<file path="src/rtl/aes_round_ctrl_if.sv">
// Interface bundling the host handshake, round-datapath and ciphertext byte
// stream signals of aes_round_ctrl. The controller takes the slave view; the
// surrounding host/datapath/consumer logic takes the master view.
interface aes_round_ctrl_if;
    logic         in_valid;
    logic         in_ready;
    logic [127:0] data_in;
    logic [127:0] key;

    logic [127:0] rnd_state;
    logic [127:0] rnd_key;
    logic [7:0]   rnd_rcon;
    logic         rnd_last;
    logic [127:0] rnd_state_nxt;
    logic [127:0] rnd_key_nxt;

    logic         out_valid;
    logic         out_ready;
    logic [7:0]   data_out;
    logic         out_last;

    modport slave (
        input  in_valid, data_in, key, rnd_state_nxt, rnd_key_nxt, out_ready,
        output in_ready, rnd_state, rnd_key, rnd_rcon, rnd_last,
               out_valid, data_out, out_last
    );

    modport master (
        output in_valid, data_in, key, rnd_state_nxt, rnd_key_nxt, out_ready,
        input  in_ready, rnd_state, rnd_key, rnd_rcon, rnd_last,
               out_valid, data_out, out_last
    );
endinterface

</file>
<file path="src/rtl/aes_round_ctrl.sv">
// aes_round_ctrl: sequencer for an iterative AES-128 encryption datapath.
// Accepts plaintext/key, applies the initial AddRoundKey, steps an external
// combinational round datapath ten times (supplying round state, round key,
// rcon and last-round flag), then serializes the ciphertext as 16 bytes.
// Optional feature macro: AES_CTRL_ABORT_EN adds a synchronous 'abort' input
// that returns the controller to IDLE from ROUND or DRAIN.
module aes_round_ctrl #(
    parameter int NR        = 10,
    parameter bit MSB_FIRST = 1'b1
) (
    input  logic            clk,
    input  logic            rst,
    aes_round_ctrl_if.slave bus
`ifdef AES_CTRL_ABORT_EN
    ,
    input  logic            abort
`endif
);

    // Only AES-128 is supported; any other round count is rejected.
    if (NR != 10) begin : g_nr_check
        $error("aes_round_ctrl: NR must be 10 (AES-128 only)");
    end

    localparam logic [3:0] LP_NR = 4'(NR);

    typedef enum logic [1:0] {
        IDLE,
        ROUND,
        DRAIN
    } state_t;

    state_t       r_fsm;
    logic [127:0] r_state;
    logic [127:0] r_key;
    logic [7:0]   r_rcon;
    logic [3:0]   r_round;
    logic [3:0]   r_cnt;
    logic         r_in_ready;
    logic         r_out_valid;
    logic         r_out_last;
    logic [7:0]   r_data_out;
    logic         r_rnd_last;

    logic         w_accept;
    logic         w_abort;
    logic         w_final_round;
    logic [7:0]   w_rcon_nxt;

    // GF(2^8) multiply-by-x used to advance rcon.
    function automatic logic [7:0] f_xtime(input logic [7:0] v);
        return {v[6:0], 1'b0} ^ (v[7] ? 8'h1B : 8'h00);
    endfunction

    // Select ciphertext byte 'idx' in transmission order.
    function automatic logic [7:0] f_byte(input logic [127:0] s, input logic [3:0] idx);
        logic [7:0] b;
        b = '0;
        for (int unsigned i = 0; i < 16; i++) begin
            if (idx == i[3:0]) begin
                b = MSB_FIRST ? s[8*(15-i) +: 8] : s[8*i +: 8];
            end
        end
        return b;
    endfunction

`ifdef AES_CTRL_ABORT_EN
    assign w_abort = abort;
`else
    assign w_abort = 1'b0;
`endif

    assign w_accept      = bus.in_valid && r_in_ready;
    assign w_final_round = (r_round == LP_NR);
    assign w_rcon_nxt    = f_xtime(r_rcon);

    assign bus.in_ready  = r_in_ready;
    assign bus.rnd_state = r_state;
    assign bus.rnd_key   = r_key;
    assign bus.rnd_rcon  = r_rcon;
    assign bus.rnd_last  = r_rnd_last;
    assign bus.out_valid = r_out_valid;
    assign bus.data_out  = r_data_out;
    assign bus.out_last  = r_out_last;

    // Main controller FSM; all externally visible outputs are registered here.
    always_ff @(posedge clk or posedge rst) begin
        if (rst) begin
            r_fsm       <= IDLE;
            r_state     <= '0;
            r_key       <= '0;
            r_rcon      <= 8'h01;
            r_round     <= '0;
            r_cnt       <= '0;
            r_in_ready  <= 1'b1;
            r_out_valid <= 1'b0;
            r_out_last  <= 1'b0;
            r_data_out  <= '0;
            r_rnd_last  <= 1'b0;
        end else begin
            case (r_fsm)
                IDLE: begin
                    if (w_accept) begin
                        r_state    <= bus.data_in ^ bus.key;
                        r_key      <= bus.key;
                        r_round    <= 4'd1;
                        r_rcon     <= 8'h01;
                        r_rnd_last <= 1'b0;
                        r_in_ready <= 1'b0;
                        r_fsm      <= ROUND;
                    end
                end

                ROUND: begin
                    if (w_abort) begin
                        r_fsm       <= IDLE;
                        r_round     <= '0;
                        r_cnt       <= '0;
                        r_rnd_last  <= 1'b0;
                        r_out_valid <= 1'b0;
                        r_out_last  <= 1'b0;
                        r_data_out  <= '0;
                        r_in_ready  <= 1'b1;
                    end else begin
                        r_state <= bus.rnd_state_nxt;
                        r_key   <= bus.rnd_key_nxt;
                        r_rcon  <= w_rcon_nxt;
                        if (w_final_round) begin
                            // The datapath result registered on this edge is the ciphertext;
                            // preload its first byte so data_out is valid on entry to DRAIN.
                            r_fsm       <= DRAIN;
                            r_round     <= '0;
                            r_cnt       <= '0;
                            r_rnd_last  <= 1'b0;
                            r_out_valid <= 1'b1;
                            r_out_last  <= 1'b0;
                            r_data_out  <= f_byte(bus.rnd_state_nxt, 4'd0);
                        end else begin
                            r_round    <= r_round + 4'd1;
                            r_rnd_last <= (r_round == (LP_NR - 4'd1));
                        end
                    end
                end

                DRAIN: begin
                    if (w_abort) begin
                        r_fsm       <= IDLE;
                        r_round     <= '0;
                        r_cnt       <= '0;
                        r_rnd_last  <= 1'b0;
                        r_out_valid <= 1'b0;
                        r_out_last  <= 1'b0;
                        r_data_out  <= '0;
                        r_in_ready  <= 1'b1;
                    end else if (bus.out_ready) begin
                        if (r_cnt == 4'd15) begin
                            r_fsm       <= IDLE;
                            r_cnt       <= '0;
                            r_out_valid <= 1'b0;
                            r_out_last  <= 1'b0;
                            r_data_out  <= '0;
                            r_in_ready  <= 1'b1;
                        end else begin
                            r_cnt      <= r_cnt + 4'd1;
                            r_data_out <= f_byte(r_state, r_cnt + 4'd1);
                            r_out_last <= (r_cnt == 4'd14);
                        end
                    end
                end

                default: begin
                    r_fsm <= IDLE;
                end
            endcase
        end
    end

endmodule

</file>
<file path="src/flat_wrapper.sv">
// flat-port wrapper written by rule: the top's interface ports become plain ports
module aes_round_ctrl_flat 
#(
    parameter int NR        = 10,
    parameter bit MSB_FIRST = 1'b1
)
  (clk, rst, bus_in_valid, bus_data_in, bus_key, bus_rnd_state_nxt, bus_rnd_key_nxt, bus_out_ready, bus_in_ready, bus_rnd_state, bus_rnd_key, bus_rnd_rcon, bus_rnd_last, bus_out_valid, bus_data_out, bus_out_last);
  aes_round_ctrl_if bus_i ();
  input  logic clk;
  input  logic rst;
  input wire logic [$bits(bus_i.in_valid)-1:0] bus_in_valid;
  input wire logic [$bits(bus_i.data_in)-1:0] bus_data_in;
  input wire logic [$bits(bus_i.key)-1:0] bus_key;
  input wire logic [$bits(bus_i.rnd_state_nxt)-1:0] bus_rnd_state_nxt;
  input wire logic [$bits(bus_i.rnd_key_nxt)-1:0] bus_rnd_key_nxt;
  input wire logic [$bits(bus_i.out_ready)-1:0] bus_out_ready;
  output wire logic [$bits(bus_i.in_ready)-1:0] bus_in_ready;
  output wire logic [$bits(bus_i.rnd_state)-1:0] bus_rnd_state;
  output wire logic [$bits(bus_i.rnd_key)-1:0] bus_rnd_key;
  output wire logic [$bits(bus_i.rnd_rcon)-1:0] bus_rnd_rcon;
  output wire logic [$bits(bus_i.rnd_last)-1:0] bus_rnd_last;
  output wire logic [$bits(bus_i.out_valid)-1:0] bus_out_valid;
  output wire logic [$bits(bus_i.data_out)-1:0] bus_data_out;
  output wire logic [$bits(bus_i.out_last)-1:0] bus_out_last;
  assign bus_i.in_valid = bus_in_valid;
  assign bus_i.data_in = bus_data_in;
  assign bus_i.key = bus_key;
  assign bus_i.rnd_state_nxt = bus_rnd_state_nxt;
  assign bus_i.rnd_key_nxt = bus_rnd_key_nxt;
  assign bus_i.out_ready = bus_out_ready;
  assign bus_in_ready = bus_i.in_ready;
  assign bus_rnd_state = bus_i.rnd_state;
  assign bus_rnd_key = bus_i.rnd_key;
  assign bus_rnd_rcon = bus_i.rnd_rcon;
  assign bus_rnd_last = bus_i.rnd_last;
  assign bus_out_valid = bus_i.out_valid;
  assign bus_data_out = bus_i.data_out;
  assign bus_out_last = bus_i.out_last;
  aes_round_ctrl #(.NR(NR), .MSB_FIRST(MSB_FIRST)) u_core (.clk(clk), .rst(rst), .bus(bus_i));
endmodule
</file>
<file path="config.mk">
export PLATFORM = sky130hd
export DESIGN_NAME = aes_round_ctrl_flat
export DESIGN_NICKNAME = d
export VERILOG_FILES = /design/src/rtl/aes_round_ctrl_if.sv /design/src/rtl/aes_round_ctrl.sv /design/src/flat_wrapper.sv
export SDC_FILE = /design/constraint.sdc
export NUM_CORES = 1
export LEC_CHECK = 0
export ABC_AREA = 1
export BUFFER_PORTS_ARGS = -buffer_cell sky130_fd_sc_hd__buf_4
export CORE_AREA = 3 3 310 312
export CTS_BUF_LIST = sky130_fd_sc_hd__clkbuf_8
export DETAILED_ROUTE_END_ITERATION = 8
export DIE_AREA = 0 0 313 315
export HOLD_SLACK_MARGIN = 0.05
export PLACE_DENSITY_LB_ADDON = 0.25
export SYNTH_ARGS = -nofsm -noshare
export SYNTH_HDL_FRONTEND = slang
export SYNTH_SLANG_ARGS = --single-unit
</file>
<file path="constraint.sdc">
create_clock -name clk -period 21.6 [get_ports clk]
set_input_delay 1.08 -clock clk [delete_from_list [all_inputs] [get_ports clk]]
set_output_delay 1.08 -clock clk [all_outputs]
set_load 0.01 [all_outputs]
</file>
==> summary.txt, run 1 <==
Critical path
  • Setup crit end kind: flip-flop
  • Critical Path AT: 4.35 ns
  • Startpoint Class: flip-flop
  • Capture point of the worst reg-to-reg path: u_core.bus.data_out[0]
  • Slowest stage cell on the critical path: sky130_fd_sc_hd__nand3_1
  • Maximum cell stage delay along the critical path: 0.51 ns
  • Critical path required time: 22.19 ns
  • Buf/Inv on CP: 2
  • Worst-path cell chain: ha_1, xnor2_2, nand3_1, inv_1, nand2_1, nand2_1, inv_1, nand2_1, nand2_1, nand2_1, nand3_1, nand3_1, nand3_1, nand2_1, nand3_1, nand3_1, nand3_1, nand2_1, nand2_1, nand2_1, nand2_1
  • Worst R2R Path Depth: 21
  • Worst setup path class: reg -> reg
  • Crit-path max FO: 12
  • Reg-to-reg startpoint: u_core.r_cnt[0]
  • Setup slack on the worst flop-to-flop path: 17.85 ns
  • Cell mode on critical path: sky130_fd_sc_hd__nand2_1
  • Cell family with most CP delay: simple AND/OR/NAND/NOR gates

Floorplanning
  • Vert. Die Dim: 315 um
  • Initial core utilization: 17.3%
  • Floorplan Core Area: 0.0933 mm2
  • Top-level I/O count: 792
  • Total die area: ~0.1 mm2
  • Standard-cell rows: 112
  • Width of the chip: between 300 and 400 um

Yosys
  • Number of flops mapped to enable cells by yosys: 0
  • Count of state elements after synthesis: 286
  • Syn Std Cell Area: 0.0161 mm2
  • Post-synthesis net count: 2811
  • Fraction of the yosys area taken by sequential cells: between 40% and 50%
  • Synthesized area divided by synthesized cell count: 7.04 um2
  • Yosys Warn Count: 0
  • Share of flip-flops with an asynchronous set or reset: 100%
  • Commonest register cell after synthesis: sky130_fd_sc_hd__dfrtp_1
  • Post-synth cell types: 35
  • Synthesized netlist cell count: 2290

Route
  • Total wire length: 86300 um
  • Wire length per cell: 19.9 um
  • Detailed-routing iteration count for the pre-antenna-repair pass: 5
  • Drt first-iter violations: 1101
  • Routed via count: 17737
  • Post-DRT Antenna Nets: 0
  • Post-detailed-route DRC marker count: 0
  • Drt via density: ~4

Power
  • Net Switching: 1860 uW
  • Sw Ratio: ~49%
  • Power density over cell area: 154 mW/mm2
  • Leakage power figure: 0.0126 uW
  • Part of the total power dissipated in the clock network: between 15 and 20%
  • Internal power: 1910 uW
  • Total power draw: between 3000 and 4000 uW
  • Sequential Power Share: roughly 28%
  • Portion of total power attributed to combinational logic: a little under three fifths
  • Max VDD drop: 104 uV

Cells and area
  • Post-route standard cell area excluding fillers: 0.0245 mm2
  • Final Net Count: 3554
  • Area overhead of the layout relative to synthesis: 51.9%
  • Fraction of final layout cells with drive strength greater than 1: about 30%

GRT
  • Via count of the first global-routing pass: 17847
  • First-pass GRT wire length: 123000 um
  • GR Util All Layers: ~17%
  • Total gr overflow: 0
  • Number of antenna violations at the first check in global routing: 6
  • Largest net degree at the start of global routing: 205

Timing
  • Min Tclk post-route: 3.75 ns
  • Setup repair after global routing missed its margin: no
  • Highest clock rate: 0.266 GHz
  • Final max-slew violation count: 0
  • Worst slew margin: 29.1%
  • Fin. Hold Viols: 0
  • Final critical-path setup slack: approximately 18 ns
  • Hold_ws: 0.511 ns
  • Period Utilization, post-route: between 10% and 20%
  • Worst Tran Pin Value: 1.06 ns
  • Post-route clock skew: 0.0537 ns
  • Setup TNS: 0 ns
  • Total of endpoints with negative setup slack in the final report: 0

Run status
  • Outcome: finished clean

Clock tree
  • Latest clock arrival within the worst-skew pair: 0.70 ns
  • TritonCTS sink count: 286
  • Total clock buffers created by CTS: 60
  • Clock Root Buffer: sky130_fd_sc_hd__clkbuf_8
  • Post-cts resize count: 0
  • H-tree Lvls: 2
  • Quantity of hold-fixing buffers added after cts: 0
  • Post-CTS repair timing setup buffer count: 0
  • CTS tree: built
  • Worst-path clk slew: 0.06 ns
  • Max Root-Sink Buffers: 3

Min path
  • Hold-critical path endpoint: u_core.bus.rnd_last
  • Class of the tightest hold or removal check: reg -> reg
  • Worst hold path stage count: 1
  • Start point of the worst hold path: u_core.bus.rnd_last

Placement
  • HPWL Detailed: 67000 um
  • Final estimated routing congestion in global placement: 0.843
  • Post-detailed-placement cell area: 0.0233 mm2
  • Setup slack after placement: 17.75 ns
  • # port buffers: 791

Flow run
  • Reported max-cap violation count: 0
cell usage after synthesis, drive strengths merged, types with 6 or more instances:
library cell	instances	area, um2
nand2	727	2730
dfrtp	284	7110
nor2	284	1090
inv	280	1050
o21ai	244	1220
a31oi	129	807
o211ai	126	946
clkbuf	94	354
nand3	46	230
buf	29	140
a32o	9	90.1
nand4	6	37.5
o22ai	6	37.5
cell type report:
class	instances	area (um2)
clock inverter	24	148
antenna	4	10.0
fill	10551	68900
multi-input combinational	1598	7410
clock buffer	75	1030
inverter	283	1090
timing repair buffer	804	6050
tap	1254	1570
sequential	286	7160
state kept, by name, summed over array words and instances, names as in the netlist:
signal and count:
u_core.bus.rnd_key 128, u_core.bus.rnd_state 128, u_core.bus.data_out 8, u_core.bus.rnd_rcon 8, u_core.r_cnt 4, u_core.r_round 4
u_core.r_fsm 2, u_core.bus.in_ready 1, u_core.bus.out_last 1, u_core.bus.out_valid 1, u_core.bus.rnd_last 1
per-layer routing:
layer / track usage (%) / up-vias / part of all wire (%)
met5: 0 / - / 0.039
met4: 3.55 / 4 / 1.7
met3: 5.07 / 91 / 7.5
met2: 30.0 / 556 / 50
met1: 19.7 / 8182 / 40
li1: - / 8904 / -
placed cells by master, fill, tap and decap left out, types with 3 or more instances in the layout:
cell,count
sky130_fd_sc_hd__a31oi_1,129
sky130_fd_sc_hd__a32o_1,9
sky130_fd_sc_hd__buf_4,803
sky130_fd_sc_hd__clkbuf_8,75
sky130_fd_sc_hd__dfrtp_1,284
sky130_fd_sc_hd__diode_2,4
sky130_fd_sc_hd__ha_1,5
sky130_fd_sc_hd__inv_1,287
sky130_fd_sc_hd__inv_2,9
sky130_fd_sc_hd__inv_8,3
sky130_fd_sc_hd__nand2_1,725
sky130_fd_sc_hd__nand3_1,46
sky130_fd_sc_hd__nand4_1,6
sky130_fd_sc_hd__nor2_1,273
sky130_fd_sc_hd__nor2_2,8
sky130_fd_sc_hd__nor2_4,3
sky130_fd_sc_hd__o211ai_1,126
sky130_fd_sc_hd__o21ai_0,239
sky130_fd_sc_hd__o21ai_1,4
sky130_fd_sc_hd__o22ai_1,6
sky130_fd_sc_hd__xnor2_1,3
sky130_fd_sc_hd__xor2_1,4
worst max-delay path by stage:
stage	cells past startpoint	to	startpoint
2_1_floorplan	1	u_core.bus.data_out[0]	rst
3_3_place_gp	21	u_core.bus.data_out[5]	u_core.r_cnt[0]
3_5_place_dp	21	u_core.bus.data_out[5]	u_core.r_cnt[0]
4_1_cts	21	u_core.bus.data_out[5]	u_core.r_cnt[0]
5_1_grt	21	u_core.bus.data_out[5]	u_core.r_cnt[0]
6_report	21	u_core.bus.data_out[0]	u_core.r_cnt[0]
kinds of logic (layout without fill, tap and decap cells):
kind of cell    count (synthesis)  in the layout  synth area share, %
simple gates                 1066           1066                 25.5
compound gates                519            519                 19.5
buf+inv                       406           1186                 9.66
flops                         286            286                 44.4
xor+xnor                        8              8                0.481
fa+ha+maj                       5              5                0.388
other cells                     0              4                    0
per-stage QoR:
step / utilization (%) / std cells
global placement: 24.9 / 4225
floorplan: - / 2290
detailed placement: 24.9 / 4225
finish: 26.2 / 4328
global route: 26.2 / 4326
CTS: 26.2 / 4324
power by group through the flow:
stage	clock, uW	combinational [uW]	sequential, uW
floorplan	0	1000	1100
detailed placement	0	2200	1060
finish	591	2130	1050
global route	644	2380	1090
CTS	623	2200	1060
global placement	0	2200	1060
No activity file was read; power rests on OpenSTA's default activity.
==> run 2, diff against run 1 <==
Settings changed: ABC_AREA 1 to 0, CORE_AREA 3 3 310 312 to 3 3 311 313, DIE_AREA 0 0 313 315 to 0 0 314 316.
Clock period 21.6 ns to 3.7 ns, I/O delays scaled along.
==> summary.txt, run 2 <==
Yosys
  • Synthesized netlist cell count: 1882 (-18%)
  • Syn Std Cell Area: 0.0156 mm2 (-3.3%)
  • Count of state elements after synthesis: 286 (unchanged)
  • Area share of the leading cell type in the synthesized netlist: 45.6% (+1.5 points)
  • Most frequent cells after synthesis: 441 x sky130_fd_sc_hd__nand2_1, 284 x sky130_fd_sc_hd__dfrtp_1, 185 x sky130_fd_sc_hd__o21ai_0
  • Fraction of the yosys area taken by sequential cells: 46.0% (+1.5 points)
  • Share of flip-flops with an asynchronous set or reset: 100% (unchanged)
  • Library cell with the largest summed area after synthesis: sky130_fd_sc_hd__dfrtp_1
  • Most frequently used cell type in the post-synthesis netlist: sky130_fd_sc_hd__nand2_1
  • Yosys Warn Count: 0 (unchanged)
  • Post-synthesis net count: 2403 (-15%)
  • Commonest register cell after synthesis: sky130_fd_sc_hd__dfrtp_1
  • Post-synth cell types: 77 (+120%)
  • Synth top area cells: sky130_fd_sc_hd__dfrtp_1 46%, sky130_fd_sc_hd__nand2_1 11%, sky130_fd_sc_hd__xor2_1 7.2%, sky130_fd_sc_hd__o21ai_0 5.9%, sky130_fd_sc_hd__o22ai_1 5.5%
  • Synthesized area divided by synthesized cell count: 8.28 um2 (+18%)
  • Number of flops mapped to enable cells by yosys: 0 (unchanged)

Critical path
  • Worst setup path class: reg -> reg
  • Setup crit end kind: flip-flop
  • Critical path required time: 4.26 ns (-17.93 ns)
  • Crit-path max FO: 10 (-2)
  • Critical Path AT: 3.66 ns (-0.69 ns)
  • Startpoint Class: flip-flop

Route
  • Post-DRT Antenna Nets: 0 (unchanged)
  • Post-detailed-route DRC marker count: 0 (unchanged)
  • Routed via count: 19301 (+8.8%)
  • Drt via density: 4.32 (+5.5%)
  • Drt first-iter violations: 1143 (+3.8%)
  • Total wire length: 96000 um (+11%)
  • Wire length per cell: 21.5 um (+7.9%)
  • Detailed-routing iteration count for the pre-antenna-repair pass: 5 (unchanged)

Power
  • Total power draw: 19700 uW (+420%)
  • Power density over cell area: 667 mW/mm2 (+330%)
  • Max VDD drop: 250 uV (+140%)
  • Leakage power figure: 0.0139 uW (+10%)

Placement
  • HPWL Detailed: 73600 um (+9.8%)
  • Final estimated routing congestion in global placement: 0.868 (+3.0%)
  • # port buffers: 791 (unchanged)
  • Dpl cells: 3833 (-9.3%)

Cells and area
  • Fraction of final layout cells with drive strength greater than 1: 30.0% (+0.22 points)
  • Area taken by flip-flops and latches: 0.00716 mm2 (unchanged)
  • Filler cell count: 10071 (-4.5%)
  • Final Net Count: 3666 (+3.2%)
  • Most common cell after layout, fill and taps aside: sky130_fd_sc_hd__buf_4
  • Cell Count, Final, Fillers Out: 4464 (+3.1%)
  • Multi-input logic area: 0.00777 mm2 (+4.8%)
  • Most frequent cells in the layout: 826 x sky130_fd_sc_hd__buf_4, 514 x sky130_fd_sc_hd__dlygate4sd3_1, 441 x sky130_fd_sc_hd__nand2_1, 284 x sky130_fd_sc_hd__dfrtp_1, 185 x sky130_fd_sc_hd__o21ai_0
  • Area overhead of the layout relative to synthesis: 89.6%

Clock tree
  • Max Root-Sink Buffers: 3 (unchanged)
  • Post-CTS repair timing setup buffer count: 0 (unchanged)
  • Latest clock arrival within the worst-skew pair: 0.66 ns (-0.04 ns)
  • Total clock buffers created by CTS: 61 (+1.7%)
  • Clock Root Buffer: sky130_fd_sc_hd__clkbuf_8
  • Worst-path clk slew: 0.07 ns (about the same)
  • CTS tree: built
  • Post-cts resize count: 0 (unchanged)
  • Quantity of hold-fixing buffers added after cts: 514 (+514)
  • H-tree Lvls: 2 (unchanged)
  • TritonCTS sink count: 286 (unchanged)

GRT
  • First-pass GRT wire length: 135000 um (+10%)
  • Number of antenna violations at the first check in global routing: 7 (+1)
  • Largest net degree at the start of global routing: 123 (-40%)
  • Via count of the first global-routing pass: 19747 (+11%)
  • Total gr overflow: 0 (unchanged)
  • GR Util All Layers: 18.4% (+1.7 points)

Timing
  • Post-route clock skew: 0.0295 ns (-0.0242 ns)
  • Setup TNS: 0 ns (unchanged)
  • Hold_ws: 0.0913 ns (-0.419 ns)
  • Period Utilization, post-route: 83.7% (+66 points)
  • Worst Tran Pin Value: 0.815 ns (-0.249 ns)
  • Min Tclk post-route: 3.10 ns (-0.658 ns)
  • Worst slew margin: 45.2% (+16 points)
  • Total of endpoints with negative setup slack in the final report: 0 (unchanged)
  • Final max-slew violation count: 0 (unchanged)
  • Fin. Hold Viols: 0 (unchanged)
  • Highest clock rate: 0.323 GHz (+21%)
  • Setup repair after global routing missed its margin: no

Floorplanning
  • Width of the chip: 314 um (+0.32%)
  • Top-level I/O count: 792 (unchanged)
  • Initial core utilization: 16.5% (-0.79 points)
  • Floorplan Core Area: 0.0946 mm2 (+1.3%)
  • Total die area: 0.0992 mm2 (+0.64%)
  • Vert. Die Dim: 316 um (+0.32%)
  • Standard-cell rows: 113 (+0.89%)

Flow run
  • Reported max-cap violation count: 0 (unchanged)

Min path
  • Class of the tightest hold or removal check: in -> reg

Run status
  • Outcome: finished clean
run 2: path summary, 6_finish.rpt:
kind / startpoint / end / slack, ns / cells past startpoint
worst max-delay path: u_core.r_cnt[0] / u_core.bus.data_out[1] / 0.60 / 7
max in group asynchronous: rst / u_core.bus.rnd_rcon[0] / 2.40 / 5
worst max register to register: u_core.r_cnt[0] / u_core.bus.data_out[1] / 0.60 / 7
worst min register to register: u_core.bus.rnd_last / u_core.bus.rnd_last / 0.52 / 1
worst min-delay path: bus_data_in[35] / u_core.bus.rnd_state[35] / 0.09 / 4
min in group asynchronous: rst / u_core.bus.rnd_key[13] / 0.18 / 3
run 2: logic make-up after synthesis:
logic type	after synthesis	share of synthesized area [%]
compound gates	608	24.2
xor+xnor	131	7.36
fa+ha+maj	5	0.402
buf+inv	172	4.40
flops	286	46.0
mux	2	0.137
simple gates	678	17.5
run 2: power breakdown:
| group | switching (uW) | internal (uW) | leakage, uW | total, uW |
|---|---|---|---|---|
| logic | 4750 | 4810 | 0.00941 | 9570 |
| clock network | 1610 | 2170 | 0.000755 | 3780 |
| registers | 1810 | 4550 | 0.00373 | 6360 |
| total | 8170 | 11500 | 0.0139 | 19700 |
run 2: cell type report:
type / count / area share (%)
Multi-Input combinational cell: 1424 / 26.3
Tap cell: 1265 / 5.36
Clock inverter: 30 / 0.703
Antenna cell: 5 / 0.0423
Timing Repair Buffer: 1353 / 39.3
Inverter: 19 / 0.271
Sequential cell: 286 / 24.2
Clock buffer: 82 / 3.82
run 2: stage by stage:
step	worst slack, ns	utilization, %	instance area [um2]
finish	0.605	31.2	29500
detailed placement	0.653	24.4	23100
global route	0.379	31.2	29500
floorplan	-0.275	-	15600
global placement	0.671	24.4	23100
CTS	0.627	31.2	29500
run 2: per-layer routing:
| metal | share of wire (%) | track usage, % |
|---|---|---|
| met5 | 0 | 0 |
| met4 | 3.0 | 5.72 |
| met3 | 6.2 | 4.40 |
| met2 | 49 | 31.4 |
| met1 | 42 | 23.0 |
run 2: worst max-delay path, cell delays in order, from the launching register on:
cell and delay (ns):
sky130_fd_sc_hd__dfrtp_1 0.49, sky130_fd_sc_hd__ha_1 0.34, sky130_fd_sc_hd__nor2b_1 0.65, sky130_fd_sc_hd__a21oi_4 0.18, sky130_fd_sc_hd__o21ai_0 0.58, sky130_fd_sc_hd__a222oi_1 0.28, sky130_fd_sc_hd__and4_1 0.23, sky130_fd_sc_hd__a221oi_1 0.25
==> run 3, diff against run 2 <==
Clock period 3.7 ns to 3 ns, I/O delays scaled along.
==> summary.txt, run 3 (same netlist as run 2, synthesis figures left out) <==
Run status
  • Outcome: finished clean

Placement
  • HPWL Detailed: 74600 um (+1.4%)
  • Setup slack after placement: 0.215 ns (-0.438 ns)
  • # port buffers: 791 (unchanged)
  • Final estimated routing congestion in global placement: 0.862 (-0.69%)

Clock tree
  • H-tree Lvls: 2 (unchanged)
  • Clock Root Buffer: sky130_fd_sc_hd__clkbuf_8
  • CTS tree: built
  • Latest clock arrival within the worst-skew pair: 0.66 ns (about the same)
  • Worst-path clk slew: 0.06 ns (about the same)
  • Max Root-Sink Buffers: 3 (unchanged)
  • TritonCTS sink count: 286 (unchanged)
  • Total clock buffers created by CTS: 60 (-1.6%)

Timing
  • Setup repair after global routing missed its margin: no
  • Final critical-path setup slack: 0.238 ns (-0.367 ns)
  • Hold_ws: 0.166 ns (+0.0748 ns)
  • Fin. Hold Viols: 0 (unchanged)
  • Highest clock rate: 0.362 GHz (+12%)
  • Setup TNS: 0 ns (unchanged)
  • Final max-slew violation count: 0 (unchanged)
  • Total of endpoints with negative setup slack in the final report: 0 (unchanged)
  • Post-route clock skew: 0.0439 ns (+0.0144 ns)
  • Min Tclk post-route: 2.76 ns (-0.333 ns)
  • Period Utilization, post-route: 92.1% (+8.4 points)
  • Worst slew margin: 46.5% (+1.3 points)
  • Worst Tran Pin Value: 0.800 ns (-0.0155 ns)

Route
  • Routed via count: 19221 (-0.41%)
  • Total wire length: 95800 um (-0.16%)
  • Detailed-routing iteration count for the pre-antenna-repair pass: 6 (+1)
  • Drt via density: 4.29 (-0.81%)
  • Post-DRT Antenna Nets: 0 (unchanged)
  • Post-detailed-route DRC marker count: 0 (unchanged)
  • Wire length per cell: 21.4 um (-0.56%)
  • Drt first-iter violations: 1113 (-2.6%)

Power
  • Power density over cell area: 816 mW/mm2 (+22%)
  • Total power draw: 24200 uW (+23%)
  • Leakage power figure: 0.0140 uW (+0.81%)
  • Max VDD drop: 286 uV (+14%)

Floorplanning
  • Floorplan Core Area: 0.0946 mm2 (unchanged)
  • Vert. Die Dim: 316 um (unchanged)
  • Total die area: 0.0992 mm2 (unchanged)
  • Initial core utilization: 16.5% (unchanged)
  • Standard-cell rows: 113 (unchanged)
  • Top-level I/O count: 792 (unchanged)
  • Width of the chip: 314 um (unchanged)

Critical path
  • Worst-path cell chain: ha_1, and2_1, a21oi_1, o21ai_0, buf_4, a2bb2oi_1, a311oi_1, o21ai_0
  • Maximum cell stage delay along the critical path: 0.52 ns (-0.13 ns)
  • Worst R2R Path Depth: 8 (+1)
  • Worst setup path class: reg -> reg
  • Crit-path max FO: 11 (+1)
  • Cell mode on critical path: sky130_fd_sc_hd__o21ai_0
  • Critical Path AT: 3.28 ns (-0.38 ns)
  • Critical path required time: 3.51 ns (-0.75 ns)
  • Slowest stage cell on the critical path: sky130_fd_sc_hd__dfrtp_1
  • Setup crit end kind: flip-flop
  • Startpoint Class: flip-flop

Cells and area
  • Area overhead of the layout relative to synthesis: 90.8%
  • Most common cell after layout, fill and taps aside: sky130_fd_sc_hd__buf_4
  • Fraction of final layout cells with drive strength greater than 1: 30.4% (+0.39 points)
  • Final Net Count: 3696 (+0.82%)
  • End-of-flow core utilization: 31.4% (+0.19 points)
  • Area taken by flip-flops and latches: 0.00716 mm2 (unchanged)
  • Most frequent cells in the layout: 853 x sky130_fd_sc_hd__buf_4, 516 x sky130_fd_sc_hd__dlygate4sd3_1, 441 x sky130_fd_sc_hd__nand2_1, 284 x sky130_fd_sc_hd__dfrtp_1, 184 x sky130_fd_sc_hd__o21ai_0
  • Filler cell count: 10094 (+0.23%)
  • Multi-input logic area: 0.00777 mm2 (about the same)

Min path
  • Class of the tightest hold or removal check: in -> async

GRT
  • GR Util All Layers: 18.5% (+0.020 points)
  • Via count of the first global-routing pass: 19843 (+0.49%)
  • Total gr overflow: 0 (unchanged)
  • Largest net degree at the start of global routing: 121 (-1.6%)
  • First-pass GRT wire length: 135000 um (+0.17%)
  • Number of antenna violations at the first check in global routing: 3 (-4)

Flow run
  • Reported max-cap violation count: 0 (unchanged)
==> run 3: cell types whose count changed in the layout (fill, tap and decap cells not counted) <==
cell	change
sky130_fd_sc_hd__bufinv_16	+3
sky130_fd_sc_hd__o21ai_0	-1
sky130_fd_sc_hd__buf_12	+2
sky130_fd_sc_hd__inv_1	+2
sky130_fd_sc_hd__clkinv_2	-1
sky130_fd_sc_hd__buf_4	+27
sky130_fd_sc_hd__clkinvlp_4	-1
sky130_fd_sc_hd__o31ai_2	+1
sky130_fd_sc_hd__o31ai_1	-1
sky130_fd_sc_hd__diode_2	-4
sky130_fd_sc_hd__clkbuf_8	-12
sky130_fd_sc_hd__o21ai_1	+1
sky130_fd_sc_hd__dlygate4sd3_1	+2
==> run 3: final cells by class <==
cell class | instances | area share [%]
timing repair buffer | 1384 | 39.9
tap | 1265 | 5.33
inverter | 19 | 0.269
sequential | 286 | 24.1
multi-input combinational | 1424 | 26.2
clock inverter | 33 | 0.985
antenna | 1 | 0.00842
clock buffer | 70 | 3.24
==> run 3: timing repair <==
item / CTS / global route
hold buffers: 516 / 0
setup endpoints to repair: 0 / 1
endpoints found under the hold margin: 304 / 0
buffers inserted: 0 / 0
gates resized for setup: 0 / 2
==> run 3: critical path: cells and delay by family (launching register included) <==
family / cells / cell delay, ns
AOI/OAI and AO/OA: 5 / 1.22
adders and majority gates: 1 / 0.29
buffers and inverters: 1 / 0.25
DFF: 1 / 0.52
and+or+nand+nor: 1 / 0.34
==> run 3: where the power goes <==
part	internal (uW)	total, uW	leakage [uW]	switching (uW)
Sequential	5610	7850	0.00373	2230
Combinational	6050	11900	0.00956	5840
Clock	2600	4510	0.000717	1900
==> run 3: metal layers <==
layer | wire length [um] | GRT usage (%) | vias to the layer above
li1 | - | - | 9226
met1 | 39400 | 22.8 | 9209
met2 | 47200 | 31.9 | 663
met3 | 6760 | 4.66 | 123
met4 | 2520 | 5.03 | 0
met5 | 0 | 0 | -
==> run 3: final timing paths <==
kind                                startpoint                        to  slack [ns]
max in group asynchronous                  rst  u_core.bus.rnd_state[61]        1.91
min in group clk                    bus_key[4]     u_core.bus.rnd_key[4]        0.30
hold / removal                             rst   u_core.bus.rnd_state[6]        0.17
setup reg to reg               u_core.r_cnt[1]    u_core.bus.data_out[3]        0.24
hold reg to reg            u_core.bus.out_last       u_core.bus.out_last        0.51
setup / recovery               u_core.r_cnt[1]    u_core.bus.data_out[3]        0.24
==> run 3: metrics by stage <==
stage	std cells	area, um2
finish	4482	29700
global route	4481	29700
CTS	4481	29700
detailed placement	3862	23300
global placement	3862	23300
floorplan	1882	15600
